File: src/rtl/change_dispenser.sv
// Coin-return sequencer: pays out a refund greedily (1000/500/100/50 won),
// one coin per hopper handshake, with a sticky timeout fault.
module change_dispenser #(
  parameter int ACK_TIMEOUT = 255
) (
  input  logic       CLK,
  input  logic       RST,
  input  logic       Start,
  input  logic [6:0] Amount,
  input  logic       Ack,
  output logic       Return1000,
  output logic       Return500,
  output logic       Return100,
  output logic       Return50,
  output logic       Busy,
  output logic       Done,
  output logic       Fault,
  output logic [6:0] Remaining
);

  localparam logic [7:0] TMO = ACK_TIMEOUT[7:0];

  typedef enum logic [2:0] {IDLE, SELECT, REQ, RELEASE, FIN, FAULT} state_t;

  state_t     state_q, state_d;
  logic [3:0] ret_q, ret_d;      // one-hot {1000, 500, 100, 50}
  logic       busy_q, busy_d;
  logic       done_q, done_d;
  logic       fault_q, fault_d;
  logic [6:0] rem_q, rem_d;
  logic [7:0] cnt_q, cnt_d;
  logic [7:0] cnt_inc;
  logic [6:0] coin_val;

  assign cnt_inc = cnt_q + 8'd1;

  // Value of the coin currently requested, in 50-won units
  always_comb begin
    coin_val = 7'd0;
    if (ret_q[3])      coin_val = 7'd20;
    else if (ret_q[2]) coin_val = 7'd10;
    else if (ret_q[1]) coin_val = 7'd2;
    else if (ret_q[0]) coin_val = 7'd1;
  end

  always_comb begin
    state_d = state_q;
    ret_d   = ret_q;
    busy_d  = busy_q;
    done_d  = 1'b0;
    fault_d = fault_q;
    rem_d   = rem_q;
    cnt_d   = cnt_q;
    case (state_q)
      IDLE: begin
        if (Start) begin
          rem_d   = Amount;
          busy_d  = 1'b1;
          state_d = SELECT;
        end
      end
      SELECT: begin
        cnt_d   = 8'd0;
        state_d = REQ;
        if (rem_q >= 7'd20)      ret_d = 4'b1000;
        else if (rem_q >= 7'd10) ret_d = 4'b0100;
        else if (rem_q >= 7'd2)  ret_d = 4'b0010;
        else if (rem_q >= 7'd1)  ret_d = 4'b0001;
        else                     state_d = FIN;
      end
      REQ: begin
        // Ack takes priority over a timeout landing on the same edge
        if (Ack) begin
          ret_d   = 4'b0000;
          rem_d   = (rem_q >= coin_val) ? rem_q - coin_val : 7'd0;
          state_d = RELEASE;
        end else begin
          cnt_d = cnt_inc;
          if (cnt_inc == TMO) begin
            ret_d   = 4'b0000;
            fault_d = 1'b1;
            state_d = FAULT;
          end
        end
      end
      RELEASE: begin
        if (!Ack) state_d = SELECT;
      end
      FIN: begin
        // First FIN cycle raises Done; the second drops Busy with it
        if (!done_q) begin
          done_d = 1'b1;
        end else begin
          busy_d  = 1'b0;
          state_d = IDLE;
        end
      end
      FAULT: begin
        state_d = FAULT;
      end
      default: begin
        state_d = IDLE;
        ret_d   = 4'b0000;
        busy_d  = 1'b0;
      end
    endcase
  end

  always_ff @(posedge CLK or posedge RST) begin
    if (RST) begin
      state_q <= IDLE;
      ret_q   <= 4'b0000;
      busy_q  <= 1'b0;
      done_q  <= 1'b0;
      fault_q <= 1'b0;
      rem_q   <= 7'd0;
      cnt_q   <= 8'd0;
    end else begin
      state_q <= state_d;
      ret_q   <= ret_d;
      busy_q  <= busy_d;
      done_q  <= done_d;
      fault_q <= fault_d;
      rem_q   <= rem_d;
      cnt_q   <= cnt_d;
    end
  end

  assign {Return1000, Return500, Return100, Return50} = ret_q;
  assign Busy      = busy_q;
  assign Done      = done_q;
  assign Fault     = fault_q;
  assign Remaining = rem_q;

endmodule

File: config.mk
export PLATFORM = sky130hd
export DESIGN_NAME = change_dispenser
export DESIGN_NICKNAME = d
export VERILOG_FILES = /design/src/rtl/change_dispenser.sv
export SDC_FILE = /design/constraint.sdc
export NUM_CORES = 1
export LEC_CHECK = 0
export CAP_MARGIN = 30
export CORE_MARGIN = 1.5
export CORE_UTILIZATION = 54
export DETAILED_ROUTE_END_ITERATION = 8
export HOLD_SLACK_MARGIN = 0.08
export PLACE_DENSITY = 0.86
export SLEW_MARGIN = 20
export SYNTH_ARGS = -nofsm -noshare
export SYNTH_HDL_FRONTEND = slang
export SYNTH_SLANG_ARGS = --single-unit
File: constraint.sdc
create_clock -name CLK -period 2.4 [get_ports CLK]
set_input_delay 0.24 -clock CLK [delete_from_list [all_inputs] [get_ports CLK]]
set_output_delay 0.24 -clock CLK [all_outputs]
set_load 0.005 [all_outputs]
==> out/results.ini <==
[timing]
min_period_ps = 2190
rsz0062_at_grt = no
final_max_slew_viol_count = 0
fmax_ghz = 0.456
setup-violations-final = 0
fin_crit_sh_pct = 91.4
tightest_slew_ps = 442
holdWs_ps = 240
skew_ps = 8.70
hold_viol = 0
slew_headroom_pct = 70.4
fin_setup_tns_ps = 0

[synth]
synth.distinct_cells = 47
synth_seq_cells = 25
synthCells = 194
synth_top_cell_by_area = dfrtp_1
synth_area_sq_um = 1670
synth_top_area_share_pct = 37.5
syn_nets = 213
ys_top_cells_by_area = dfrtp_1 (37%), ha_1 (5.2%), nand2_1 (5.2%), o21ai_0 (4.8%), nor2_1 (4.0%)
seq_area_frac_synth_pct = 37.5
synth_most_common_cell = dfrtp_1
synth_ff_type = dfrtp_1
syn_avg_cell_area_sq_um = 8.60
synth_common_cells = dfrtp_1 (25), nand2_1 (23), nor2_1 (18)
ys_warn_count = 0
synth-edff-count = 0
async_flop_share_pct = 100

[clock_tree]
clk_pin_slew_worst_paths_ps = 150
htreeDepth = 1
cts_tree = done
clockBufferDepth = 2
cts_sinks = 25
root_buffer = clkbuf_4
cts_buffers = 3
clock_latency_ps = 330
post-cts-setup-buffers = 0

[die]
core_region_area_sq_um = 2850
die_w_um = 58.6
start_util_pct = 58.5
die_area_sq_um = 3430
num_rows = 19
ios = 25
die_h_um = 58.6

[grt]
grt_max_degree = 26
grt_overflow = 0
antenna_found_initial = 0
track_usage_pct = 25.3
first_global_vias = 1491
grt_pass1_wl_um = 6710

[placed_design]
io_buffers = 24
gp_congestion = 0.927
dpl_cell_area_sq_um = 1920
place_hpwl_um = 2840

[power_and_ir_drop]
swShare_pct = 47.4
p_per_area_nw_per_um2 = 1190
switchingPower_mw = 1.10
internal_power_mw = 1.22
ir_worst_vdd_mv = 0.768
power.total_mw = 2.32
seqPwrFrac_pct = 34.1
p_leak_nw = 0.863
clockPowerShare_pct = 8.8
pwr-share-comb_pct = 57.1

[worst_setup_path]
crit_path_end_kind = flop
worstPathArrival_ps = 2420
worstReg2RegStart = ret_q[3]$_DFFE_PP0P_
path_cells = inv_1 -> nand2_1 -> ha_1 -> a21o_1 -> a21oi_1 -> o211ai_1 -> nand4_1 -> nor3_1 -> a221o_1
startpoint_type = flop
crit_fanout = 7
slowest_stage = dfrtp_1
crit_buf_inv = 1
critical_path.startpoint = ret_q[3]$_DFFE_PP0P_
crit_type = reg -> reg
required_ps = 2630
worst_path_dominant_cell_family = compound AO/OA/AOI/OAI gates
cpPeakStageDelay_ps = 420

[drt]
post_drt_wl_per_cell_um = 15.4
dr.pass1.iters = 5
wl_um = 3810
drc = 0
num_vias = 1512
detail-route-antenna-nets = 0
drt_iter0_markers = 62
viasPerCell = 6.12

[run]
maxCapViolations = 0

[run_status]
status = finished clean

[layout]
layout-drive-gt1-share_pct = 7.41
fin_nets = 236
antennaDiodeCount = 0
area_growth_pct = 16.9
utilization_pct = 68.4
stdcell_area_sq_um = 1950

[hold_path]
hold_class = in -> async

[per-layer routing]
layer / up-vias / part of all wire, % / global-route usage (%)
met3: 7 / 4.0 / 2.64
met5: - / 0 / 0
li1: 737 / - / -
met4: 0 / 1.5 / 8.77
met1: 727 / 48 / 36.0
met2: 41 / 46 / 40.6
[power by group through the flow]
stage          clock [mW]  sequential (mW)  combinational [mW]
2_1_floorplan           0            0.706               0.947
3_3_place_gp            0            0.782                1.24
3_5_place_dp            0            0.795                1.29
4_1_cts             0.209            0.785                1.31
5_1_grt             0.228            0.822                1.48
6_report            0.204            0.791                1.33
[logic make-up after synthesis]
logic type	synth area share, %
adder cells (fa/ha/maj)	6.45
XOR/XNOR	3.60
flip-flops	37.5
multiplexers	0.675
AND/OR/NAND/NOR	25.2
AO/OA/AOI/OAI	21.4
buffers and inverters	5.17
[placed cells by master (no fill, tap or decap), types with 2 or more instances in the layout]
cell type	count
o211ai_1	3
ha_1	7
and3_1	3
o22ai_1	2
nand3_1	10
dfrtp_1	25
buf_4	2
nand2_1	23
o21ai_1	2
xnor2_1	2
or3_1	2
clkbuf_4	3
o21ai_2	2
clkdlybuf4s50_1	24
a21o_1	3
o21ai_0	15
nand4_1	3
a21oi_1	9
xor2_1	3
o221ai_1	2
inv_1	12
o31ai_1	4
a22o_1	4
nand2b_1	4
nor3_1	6
nor2b_1	2
nor2_1	18
[final cells by class]
| type | instances | area, sq um |
|---|---|---|
| Fill cell | 235 | 901 |
| Clock buffer | 3 | 22.5 |
| Clock inverter | 1 | 7.51 |
| Timing Repair Buffer | 26 | 255 |
| Tap cell | 31 | 38.8 |
| Inverter | 12 | 45.0 |
| Multi-Input combinational cell | 149 | 957 |
| Sequential cell | 25 | 626 |
[timing repair]
action                     CTS  global route
hold buffers                 0             0
resized for setup            0             1
setup endpoints to repair    0             1
[stage by stage]
| stage | worst slack [ps] | instances |
|---|---|---|
| global route | 5.50 | 247 |
| global placement | 366 | 243 |
| detailed placement | 234 | 243 |
| floorplan | 445 | 194 |
| CTS | 221 | 247 |
| finish | 207 | 247 |
[sequential cells by signal (all words and copies together) (netlist names)]
signal / cells
cnt_q: 8
state_q: 3
Busy: 1
Remaining: 7
Done: 1
Fault: 1
ret_q: 4
[final timing paths]
check	to	slack, ps	depth (start not counted)
setup / recovery	Remaining[5]$_DFFE_PP0P_	210	9
hold / removal	cnt_q[5]$_DFFE_PP0P_	240	3
setup reg to reg	Remaining[5]$_DFFE_PP0P_	210	9
hold reg to reg	Fault$_DFFE_PP0P_	490	1
max in group asynchronous	Remaining[6]$_DFFE_PP0P_	1910	3
min in group CLK	Fault$_DFFE_PP0P_	490	1
[worst register-to-register path, stage by stage (launching register included)]
cell      delay (ps)
dfrtp_1          420
inv_1            140
nand2_1           80
ha_1             340
a21o_1           190
a21oi_1          170
o211ai_1         120
nand4_1          250
nor3_1           110
a221o_1          280
No activity file was read; power rests on OpenSTA's default activity.
